===== config.mk =====
export PLATFORM = sky130hd
export DESIGN_NAME = button_press_classifier_flat
export DESIGN_NICKNAME = d
export VERILOG_FILES = /design/src/rtl/button_press_classifier_pkg.sv /design/src/rtl/button_press_classifier_if.sv /design/src/rtl/button_press_classifier_press_timer.sv /design/src/rtl/button_press_classifier.sv /design/src/flat_wrapper.sv
export SDC_FILE = /design/constraint.sdc
export NUM_CORES = 1
export LEC_CHECK = 0
export ABC_AREA = 0
export CAP_MARGIN = 15
export CORE_MARGIN = 1
export CORE_UTILIZATION = 40
export CTS_CLUSTER_SIZE = 40
export DETAILED_ROUTE_END_ITERATION = 10
export DONT_BUFFER_PORTS = 1
export GPL_ROUTABILITY_DRIVEN = 1
export MAX_ROUTING_LAYER = met4
export PLACE_DENSITY = 0.65
export SETUP_SLACK_MARGIN = 0.5
export SYNTH_ARGS = -nofsm -noshare
export SYNTH_HDL_FRONTEND = slang
export SYNTH_SLANG_ARGS = --single-unit

===== constraint.sdc =====
create_clock -name clk -period 3.5 [get_ports clk]
set_input_delay 0.175 -clock clk [delete_from_list [all_inputs] [get_ports clk]]
set_output_delay 0.175 -clock clk [all_outputs]
set_load 0.05 [all_outputs]

===== src/rtl/button_press_classifier_pkg.sv =====
`default_nettype none
// ============================================================================
// Module   : button_pkg
// Purpose  : Shared types for the button press classifier: FSM state encoding
//            and the event codes consumed by the downstream command decoder.
// Revision : 1.0 - initial release
// ============================================================================
package button_pkg;

    // Gesture classifier states, explicitly 3 bits wide.
    typedef enum logic [2:0] {
        IDLE      = 3'd0,
        PRESSED   = 3'd1,
        LONG_HELD = 3'd2,
        WAIT_GAP  = 3'd3,
        SECOND    = 3'd4,
        LOCKOUT   = 3'd5
    } state_t;

    // Event codes shared with the command decoder.
    localparam logic [1:0] EVT_NONE   = 2'd0;
    localparam logic [1:0] EVT_SHORT  = 2'd1;
    localparam logic [1:0] EVT_LONG   = 2'd2;
    localparam logic [1:0] EVT_DOUBLE = 2'd3;

    // Collapse the three one-hot pulses into a single event code.
    function automatic logic [1:0] encode_event(input logic i_short,
                                                input logic i_long,
                                                input logic i_double);
        if (i_long)        return EVT_LONG;
        else if (i_double) return EVT_DOUBLE;
        else if (i_short)  return EVT_SHORT;
        else               return EVT_NONE;
    endfunction

endpackage
`default_nettype wire


===== src/rtl/button_press_classifier_if.sv =====
`default_nettype none
// ============================================================================
// Module   : button_press_classifier_if
// Purpose  : Groups the debounced button level and the classifier outputs.
//   line         - debounced button level (driven by master)
//   pressed      - registered "line is at press level"
//   short_press  - one-cycle pulse, single short press
//   long_press   - one-cycle pulse, press held the long threshold
//   double_press - one-cycle pulse, two short presses within the gap
//   busy         - classifier is mid-gesture
// Revision : 1.0 - initial release
// ============================================================================
interface button_press_classifier_if;
    logic line;
    logic pressed;
    logic short_press;
    logic long_press;
    logic double_press;
    logic busy;

    modport master (
        output line,
        input  pressed, short_press, long_press, double_press, busy
    );

    modport slave (
        input  line,
        output pressed, short_press, long_press, double_press, busy
    );
endinterface
`default_nettype wire


===== src/rtl/button_press_classifier_press_timer.sv =====
`default_nettype none
// ============================================================================
// Module   : press_timer
// Purpose  : Saturating sample counter with load-to-one, increment and a
//            terminal flag comparing the value about to be written against
//            the selected threshold.
//   clk, reset    - clock, synchronous active-low reset (count cleared)
//   i_load_one    - next count is 1
//   i_increment   - next count is count + 1 (saturating)
//   i_threshold   - value the terminal flag compares against
//   o_terminal    - the count being loaded/incremented equals i_threshold
// Revision : 1.0 - initial release
// ============================================================================
module press_timer #(
    parameter int COUNTER_WIDTH = 32
) (
    input  logic                     clk,
    input  logic                     reset,
    input  logic                     i_load_one,
    input  logic                     i_increment,
    input  logic [COUNTER_WIDTH-1:0] i_threshold,
    output logic                     o_terminal
);

    localparam logic [COUNTER_WIDTH-1:0] c_one = COUNTER_WIDTH'(1);
    localparam logic [COUNTER_WIDTH-1:0] c_max = '1;

    logic [COUNTER_WIDTH-1:0] r_count;
    logic [COUNTER_WIDTH-1:0] w_inc;

    assign w_inc = (r_count == c_max) ? r_count : r_count + c_one;

    // The flag looks at the value the sample at this edge produces, so the
    // FSM can act on the threshold-reaching sample in the same edge.
    assign o_terminal = i_load_one ? (c_one == i_threshold)
                                   : (w_inc == i_threshold);

    always_ff @(posedge clk) begin
        if (!reset) begin
            r_count <= '0;
        end else if (i_load_one) begin
            r_count <= c_one;
        end else if (i_increment) begin
            r_count <= w_inc;
        end
    end

endmodule
`default_nettype wire


===== src/rtl/button_press_classifier.sv =====
`default_nettype none
// ============================================================================
// Module   : button_press_classifier
// Purpose  : Classifies gestures on a debounced button as short, long or
//            double presses and emits a one-cycle pulse for each.
//   clk   - system clock
//   reset - synchronous, active-low reset
//   btn   - button_press_classifier_if.slave: line in; pressed,
//           short_press, long_press, double_press, busy out (all registered)
// Revision : 1.0 - initial release
// ============================================================================
module button_press_classifier
    import button_pkg::*;
#(
    parameter logic PRESS_LEVEL       = 1'b0,
    parameter int   LONG_PRESS_CYCLES = 1000,
    parameter int   DOUBLE_GAP_CYCLES = 500,
    parameter int   COUNTER_WIDTH     = 32
) (
    input  logic                      clk,
    input  logic                      reset,
    button_press_classifier_if.slave  btn
);

    localparam logic [COUNTER_WIDTH-1:0] c_long = COUNTER_WIDTH'(LONG_PRESS_CYCLES);
    localparam logic [COUNTER_WIDTH-1:0] c_gap  = COUNTER_WIDTH'(DOUBLE_GAP_CYCLES);

    state_t                   r_state;
    logic                     r_armed;
    logic                     r_pressed;
    logic                     r_short;
    logic                     r_long;
    logic                     r_double;
    logic                     r_busy;

    logic                     w_p;
    logic                     w_load_one;
    logic                     w_increment;
    logic                     w_terminal;
    logic [COUNTER_WIDTH-1:0] w_threshold;

    assign w_p = (btn.line == PRESS_LEVEL);

    // Timer control. Leaving PRESSED on a release loads the gap count, so the
    // gap threshold is selected there as well as in WAIT_GAP.
    always_comb begin
        w_load_one  = 1'b0;
        w_increment = 1'b0;
        w_threshold = c_long;
        case (r_state)
            IDLE: begin
                w_load_one = w_p;
            end
            PRESSED: begin
                w_increment = w_p;
                w_load_one  = !w_p;
                if (!w_p) begin
                    w_threshold = c_gap;
                end
            end
            WAIT_GAP: begin
                w_load_one  = w_p;
                w_increment = !w_p;
                w_threshold = c_gap;
            end
            SECOND: begin
                w_increment = w_p;
            end
            default: begin
                w_load_one  = 1'b0;
                w_increment = 1'b0;
            end
        endcase
    end

    press_timer #(
        .COUNTER_WIDTH (COUNTER_WIDTH)
    ) u_press_timer (
        .clk         (clk),
        .reset       (reset),
        .i_load_one  (w_load_one),
        .i_increment (w_increment),
        .i_threshold (w_threshold),
        .o_terminal  (w_terminal)
    );

    always_ff @(posedge clk) begin
        r_pressed <= w_p;
    end

    // r_armed is clear only for the first sample after reset; a press seen
    // there was held through reset and is locked out rather than classified.
    // Level changes are tested before thresholds so a sample that does both
    // follows the level change.
    always_ff @(posedge clk) begin
        if (!reset) begin
            r_state  <= IDLE;
            r_armed  <= 1'b0;
            r_short  <= 1'b0;
            r_long   <= 1'b0;
            r_double <= 1'b0;
            r_busy   <= 1'b0;
        end else begin
            r_armed  <= 1'b1;
            r_short  <= 1'b0;
            r_long   <= 1'b0;
            r_double <= 1'b0;
            case (r_state)
                IDLE: begin
                    if (w_p) begin
                        r_state <= r_armed ? PRESSED : LOCKOUT;
                        r_busy  <= 1'b1;
                    end
                end
                PRESSED: begin
                    if (w_p) begin
                        if (w_terminal) begin
                            r_long  <= 1'b1;
                            r_state <= LONG_HELD;
                        end
                    end else if (w_terminal) begin
                        // single-sample gap window: the release itself ends it
                        r_short <= 1'b1;
                        r_state <= IDLE;
                        r_busy  <= 1'b0;
                    end else begin
                        r_state <= WAIT_GAP;
                    end
                end
                WAIT_GAP: begin
                    if (w_p) begin
                        r_state <= SECOND;
                    end else if (w_terminal) begin
                        r_short <= 1'b1;
                        r_state <= IDLE;
                        r_busy  <= 1'b0;
                    end
                end
                SECOND: begin
                    if (w_p) begin
                        if (w_terminal) begin
                            r_long  <= 1'b1;
                            r_state <= LONG_HELD;
                        end
                    end else begin
                        r_double <= 1'b1;
                        r_state  <= IDLE;
                        r_busy   <= 1'b0;
                    end
                end
                LONG_HELD, LOCKOUT: begin
                    if (!w_p) begin
                        r_state <= IDLE;
                        r_busy  <= 1'b0;
                    end
                end
                default: begin
                    r_state <= IDLE;
                    r_busy  <= 1'b0;
                end
            endcase
        end
    end

    assign btn.pressed      = r_pressed;
    assign btn.short_press  = r_short;
    assign btn.long_press   = r_long;
    assign btn.double_press = r_double;
    assign btn.busy         = r_busy;

endmodule
`default_nettype wire


===== src/flat_wrapper.sv =====
// flat-port wrapper written by rule: the top's interface ports become plain ports
module button_press_classifier_flat import button_pkg::*;
#(
    parameter logic PRESS_LEVEL       = 1'b0,
    parameter int   LONG_PRESS_CYCLES = 1000,
    parameter int   DOUBLE_GAP_CYCLES = 500,
    parameter int   COUNTER_WIDTH     = 32
)
  (clk, reset, btn_line, btn_pressed, btn_short_press, btn_long_press, btn_double_press, btn_busy);
  button_press_classifier_if btn_i ();
  input  logic clk;
  input  logic reset;
  input wire logic [$bits(btn_i.line)-1:0] btn_line;
  output wire logic [$bits(btn_i.pressed)-1:0] btn_pressed;
  output wire logic [$bits(btn_i.short_press)-1:0] btn_short_press;
  output wire logic [$bits(btn_i.long_press)-1:0] btn_long_press;
  output wire logic [$bits(btn_i.double_press)-1:0] btn_double_press;
  output wire logic [$bits(btn_i.busy)-1:0] btn_busy;
  assign btn_i.line = btn_line;
  assign btn_pressed = btn_i.pressed;
  assign btn_short_press = btn_i.short_press;
  assign btn_long_press = btn_i.long_press;
  assign btn_double_press = btn_i.double_press;
  assign btn_busy = btn_i.busy;
  button_press_classifier #(.PRESS_LEVEL(PRESS_LEVEL), .LONG_PRESS_CYCLES(LONG_PRESS_CYCLES), .DOUBLE_GAP_CYCLES(DOUBLE_GAP_CYCLES), .COUNTER_WIDTH(COUNTER_WIDTH)) u_core (.clk(clk), .reset(reset), .btn(btn_i));
endmodule

Yosys cells after proc, flatten, opt, wreduce, memory -nomap -nowiden
Cells that the tools add are included.
Word-level totals
  register bits after elaboration: 41
  latch bits: 0
  bits in writable memories: 0
  memory bits (read-only): 0
  input bits: 3
  output and inout port bits: 5
  memories kept: 0
Cells by class
  add/subtract/negate cells: 1
  $mul: 0
  div/mod/pow operators: 0
  $lt $le $gt $ge: 0
  equality and inequality tests: 14
  shifts and indexed selects: 0
  mux-type cells: 26
  bitwise gates (word level): 3
  reductions and logical operators: 13
Operators with widths (count)
  $pmux W32 S2: 1
  $add A32 B1 Y32 const B: 1
  $eq A1 B32 Y1 const A: 1
  $eq A32 B32 Y1: 1
  $eq A32 B32 Y1 const B: 1
  $mux W32: 1
  $mux W3: 8
  $pmux W3 S5: 1
  $mux W1: 10
  $mux W10: 1
  $reduce_or A2 Y1: 5
  $eq A3 B2 Y1 const B: 2
  $eq A3 B3 Y1 const B: 2
  $ne A2 B1 Y1 const B: 3
  $reduce_and A3 Y1: 2
  $reduce_or A3 Y1: 2
  $ne A2 B2 Y1 const B: 2
  $pmux W1 S2: 2
  $reduce_and A4 Y1: 1
  $eq A3 B1 Y1 const B: 1
  $logic_not A3 Y1: 1
  $ne A3 B3 Y1 const B: 1
  $not A1 Y1: 3
  $pmux W1 S3: 1
  other kinds (3): 3

Longest topological paths before layout
  depth after elaboration: 7
  mapped depth: 12
  mapped depth without buffers: 10

Modules after synthesis
A second synthesis with hierarchy kept.
Second synthesis, totals
  cell total of the unflattened synthesis: 488
  area, all modules: 3688.5 um^2
By module, submodules not included
  press_timer: times used 1, cells an instance 433, area an instance 3235.6 um^2, seq. area each 640.6 um^2
  button_press_classifier: times used 1, cells an instance 55, area an instance 452.9 um^2, seq. area each 180.2 um^2

Worst setup path before layout
Ideal clock, no wire load.
  path type: register to register
  start: register u_core.u_press_timer.r_count[0]
  end: register u_core.r_state[1]
  library setup time: 0.120 ns
  arrival time: 2.800 ns
  required time: 3.380 ns
  setup slack: 0.580 ns
  cell stages (with the launch flop): 13
  period minus slack after synthesis: 2.920 ns
  path through: dfxtp_1 > ha_1 > and4_1 > buf_2 > nand4_2 > nor3_2 > buf_6 > nor2_1 > o32a_1 > nor4_4 > nand4_2 > mux2_2 > o31a_1
On the way
  cells in the longest elaborated chain, start to end: 7
  elaborated cells on any way between the ends: 12
  those cells by class: add/sub: 1; eq/ne: 3; mux: 7; reduce/logical: 1
Ends and longest elaborated chain
  start: declaration: line button_press_classifier_press_timer.sv:28  | logic [COUNTER_WIDTH-1:0] r_count;
  start signal: assignment: line button_press_classifier_press_timer.sv:42  | r_count <= c_one;
  start signal: assignment: line button_press_classifier_press_timer.sv:44  | r_count <= w_inc;
  $add A32 B1 Y32 / $eq A32 B32 Y1 (equally long branches): line button_press_classifier_press_timer.sv:31  | assign w_inc = (r_count == c_max) ? r_count : r_count + c_one;
  $mux W32 *: line button_press_classifier_press_timer.sv:31
  $eq A32 B32 Y1 *: line button_press_classifier_press_timer.sv:36  | : (w_inc == i_threshold);
  $mux W1 *: line button_press_classifier_press_timer.sv:35  | assign o_terminal = i_load_one ? (c_one == i_threshold)
  $mux W3 / $mux W2 (equally long branches)
  $mux W3 (on tied branches)
  $pmux W3 S5: line button_press_classifier.sv:108  | case (r_state)
  end signal: assignment: line button_press_classifier.sv:111  | r_state <= r_armed ? PRESSED : LOCKOUT;
  end: declaration: line button_press_classifier.sv:28  | state_t r_state;
Mark *: on every way between the ends. The rest lies on a longest branch, timed or not.
A chain may end at the register's enable or synchronous reset.

Worst setup path after layout
  start: register u_core.u_press_timer.r_count[9]
  end: register u_core.r_state[1]
The elaborated chain is that of the path after synthesis.

==> results.toml <==
[synth]
synthArstFlopShare = 0
synth_top_area_share = 0.3008
synth_nets = 346
synth.most_common_cell = "nor2_1"
yosys-top-cells-area = "dfxtp_1, nor2_1, xor2_1"
synth_seq_cells = 41
netlist-cell-type-count = 61
synth_top_area_cell = "dfxtp_1"
syn_area_per_cell_um2 = 7.979
synth_seq_area_share = 0.3008
ys.flop_type = "dfxtp_1"
synth_area_um2 = 2729
syn_inst = 342
yosys-top-cells-count = "nor2_1, dfxtp_1, nand2_1"
yosysWarnings = 0
synth_edf_count = 0

[pwr]
sw_frac_of_total = 0.2931
ir_drop_uv = 268.5
switchingPower_mw = 0.2717
comb_power_share = 0.113
p_int_mw = 0.6553
clkPwrFrac = 0.347
p_per_area_nw_per_um2 = 319.9
p_leak_nw = 0.9574
seqPwrFrac = 0.540

[timing]
fmax_ghz = 0.3465
slew_violations = 0
tns_ns = 0
hold_viol = 0
finalSetupViolCount = 0
grt_setup_unrepaired = "no"
finalWorstSetupSlack_ns = 0.6143
fin_skew_ns = 0.006069
relSlewSlack = 0.2907
period_share = 0.8245
worst_pin_slew_ns = 1.061
min_period_ns = 2.886

[critical_path]
max_stage_delay_ns = 0.44
critPathTopFamily = "simple AND/OR/NAND/NOR gates"
start_kind = "register"
cp_num_buf_inv = 0
worstPathArrival_ns = 3.08
required_ns = 3.70
crit_type = "reg2reg"
cp_cell_sequence = "and4_2 > and4_4 > nand4_4 > or3_4 > mux2_4 > nor3_2 > nand4_2 > mux2_2 > o31a_1"
path_max_fanout = 6
crit_slowest_cell = "or3_4"
worstSetupEndpointType = "register"

[placement]
dpl.cell_count = 401
detailed_place_hpwl_um = 4263
pre_cts_slack_ns = 0.3136
portBuffers = 0
gp_congestion = 0.9253

[route]
wl_met3_um = 316
avgViaCountPerCell = 5.846
wl_met1_um = 3009
post_drt_wl_per_cell_um = 15.02
dr.pass1.iters = 4
routed_wl_um = 6250
ant_nets = 0
highest_layer = "met4"
drc = 0
drtIter0Drc = 144
dr_total_vias = 2432
wl_met2_um = 2816

[clocking]
cts_tree = "done"
numCtsBuffers = 5
cts-root-buf = "clkbuf_8"
clk_pin_slew_ns = 0.09
clockBufferDepth = 2
htree_levels = 2
clock_sinks = 41
clock_latency_ns = 0.30

[global_routing]
grtUsageTotal = 0.1846
grt_start_max_net_pins = 32
antenna_found_initial = 0
grt.overflow.total = 0
grt_pass1_wl_um = 10320
grt_pass1_vias = 2238

[hold_path]
hp-class = "in2reg"

[die]
die_h_um = 84.60
die_w_um = 84.60
placementRows = 29
core_region_area_um2 = 6459
start_util = 0.4225
die_area_um2 = 7156
io_pins = 8

[cells_and_area]
drive_gt1_frac = 0.2006
area_delta_synth_final_pct = 6.190
stdcell_count = 416
nFillCells = 645
n_antenna_cell = 0
fin_nets = 342

[job]
cap_viol_max_count = 0

[status]
status = "finished, final reports clean"
## cell families after synthesis
kind of cell / after synthesis / share of synthesized area
simple gates: 170 / 0.3439
flops: 41 / 0.3008
buf+inv: 33 / 0.09170
compound gates: 61 / 0.1398
mux: 3 / 0.01329
xor+xnor: 33 / 0.1059
fa+ha+maj: 1 / 0.004584
## path summary, 6_finish.rpt
check	end	cells after the start	slack [ns]	startpoint
worst max register to register	u_core.r_state[1]	9	0.61	u_core.u_press_timer.r_count[9]
worst max-delay path	u_core.r_state[1]	9	0.61	u_core.u_press_timer.r_count[9]
worst min-delay path	u_core.u_press_timer.r_count[0]	1	0.006	reset
worst min register to register	u_core.u_press_timer.r_count[1]	2	0.51	u_core.u_press_timer.r_count[1]
## cell type report
| type | count | area (um2) | share of cell area |
|---|---|---|---|
| Sequential cell | 41 | 849.6 | 0.2932 |
| Clock inverter | 3 | 21.27 | 0.007340 |
| Inverter | 8 | 30.03 | 0.01036 |
| Timing Repair Buffer | 14 | 111.4 | 0.03843 |
| Clock buffer | 5 | 68.82 | 0.02375 |
| Tap cell | 77 | 96.34 | 0.03325 |
| Multi-Input combinational cell | 268 | 1720 | 0.5937 |
## flip-flops by register name, indices dropped and copies added (netlist names)
name	count
u_core.btn.double_press	1
u_core.r_state	3
u_core.btn.long_press	1
u_core.btn.busy	1
u_core.btn.pressed	1
u_core.r_armed	1
u_core.u_press_timer.r_count	32
u_core.btn.short_press	1
## metal layers
| metal | track usage | vias to the layer above |
|---|---|---|
| met5 | - | - |
| met4 | 0.08012 | 0 |
| met3 | 0.03540 | 13 |
| met2 | 0.2749 | 80 |
| met1 | 0.2431 | 1133 |
| li1 | - | 1206 |
## stage by stage
stage / area, um2 / power, mW / util / hold slack, ns
after global routing: 2898 / 0.9659 / 0.4487 / 0.01225
after detailed placement: 2658 / 0.6093 / 0.4115 / 0.2031
after global placement: 2658 / 0.6084 / 0.4115 / 0.2032
final: 2898 / 0.9270 / 0.4487 / 0.006318
after floorplan: 2729 / 0.5915 / - / 0.2027
after CTS: 2783 / 0.9310 / 0.4308 / 0.0004146
## power by group through the flow
| stage | combinational [mW] | sequential (mW) | clock (mW) |
|---|---|---|---|
| 2_1_floorplan | 0.0896 | 0.502 | 0 |
| 3_3_place_gp | 0.0981 | 0.510 | 0 |
| 3_5_place_dp | 0.0989 | 0.510 | 0 |
| 4_1_cts | 0.102 | 0.500 | 0.329 |
| 5_1_grt | 0.116 | 0.503 | 0.346 |
| 6_report | 0.105 | 0.501 | 0.321 |
## worst register-to-register path, cell delays in order (launching register included)
cell	delay, ns
dfxtp_2	0.39
and4_2	0.29
and4_4	0.29
nand4_4	0.17
or3_4	0.44
mux2_4	0.31
nor3_2	0.17
nand4_2	0.14
mux2_2	0.30
o31a_1	0.29
## timing repair
| action | in CTS | in global routing |
|---|---|---|
| endpoints found under the hold margin | 7 | 0 |
| cloned | 0 | 1 |
| buffers inserted | 1 | 3 |
| gates resized for setup | 5 | 33 |
| hold buffers | 2 | 0 |
| endpoints found under the setup margin | 1 | 6 |
| pin swaps | 0 | 4 |
## placed cells by master, fill, tap and decap left out, types with 3 or more instances in the layout
cell	count
a21oi_1	21
and2_1	3
and3_1	3
and3_2	3
and4_1	3
and4_2	4
buf_4	10
clkbuf_8	5
dfxtp_1	24
dfxtp_2	14
dfxtp_4	3
inv_1	8
nand2_1	32
nand2b_1	4
nand3_1	10
nand4_1	13
nor2_1	48
nor2b_1	3
nor3_1	11
nor4_1	6
o21ai_0	15
or3_1	7
xnor2_1	13
xor2_1	20
(Power assumes the default switching activity.)
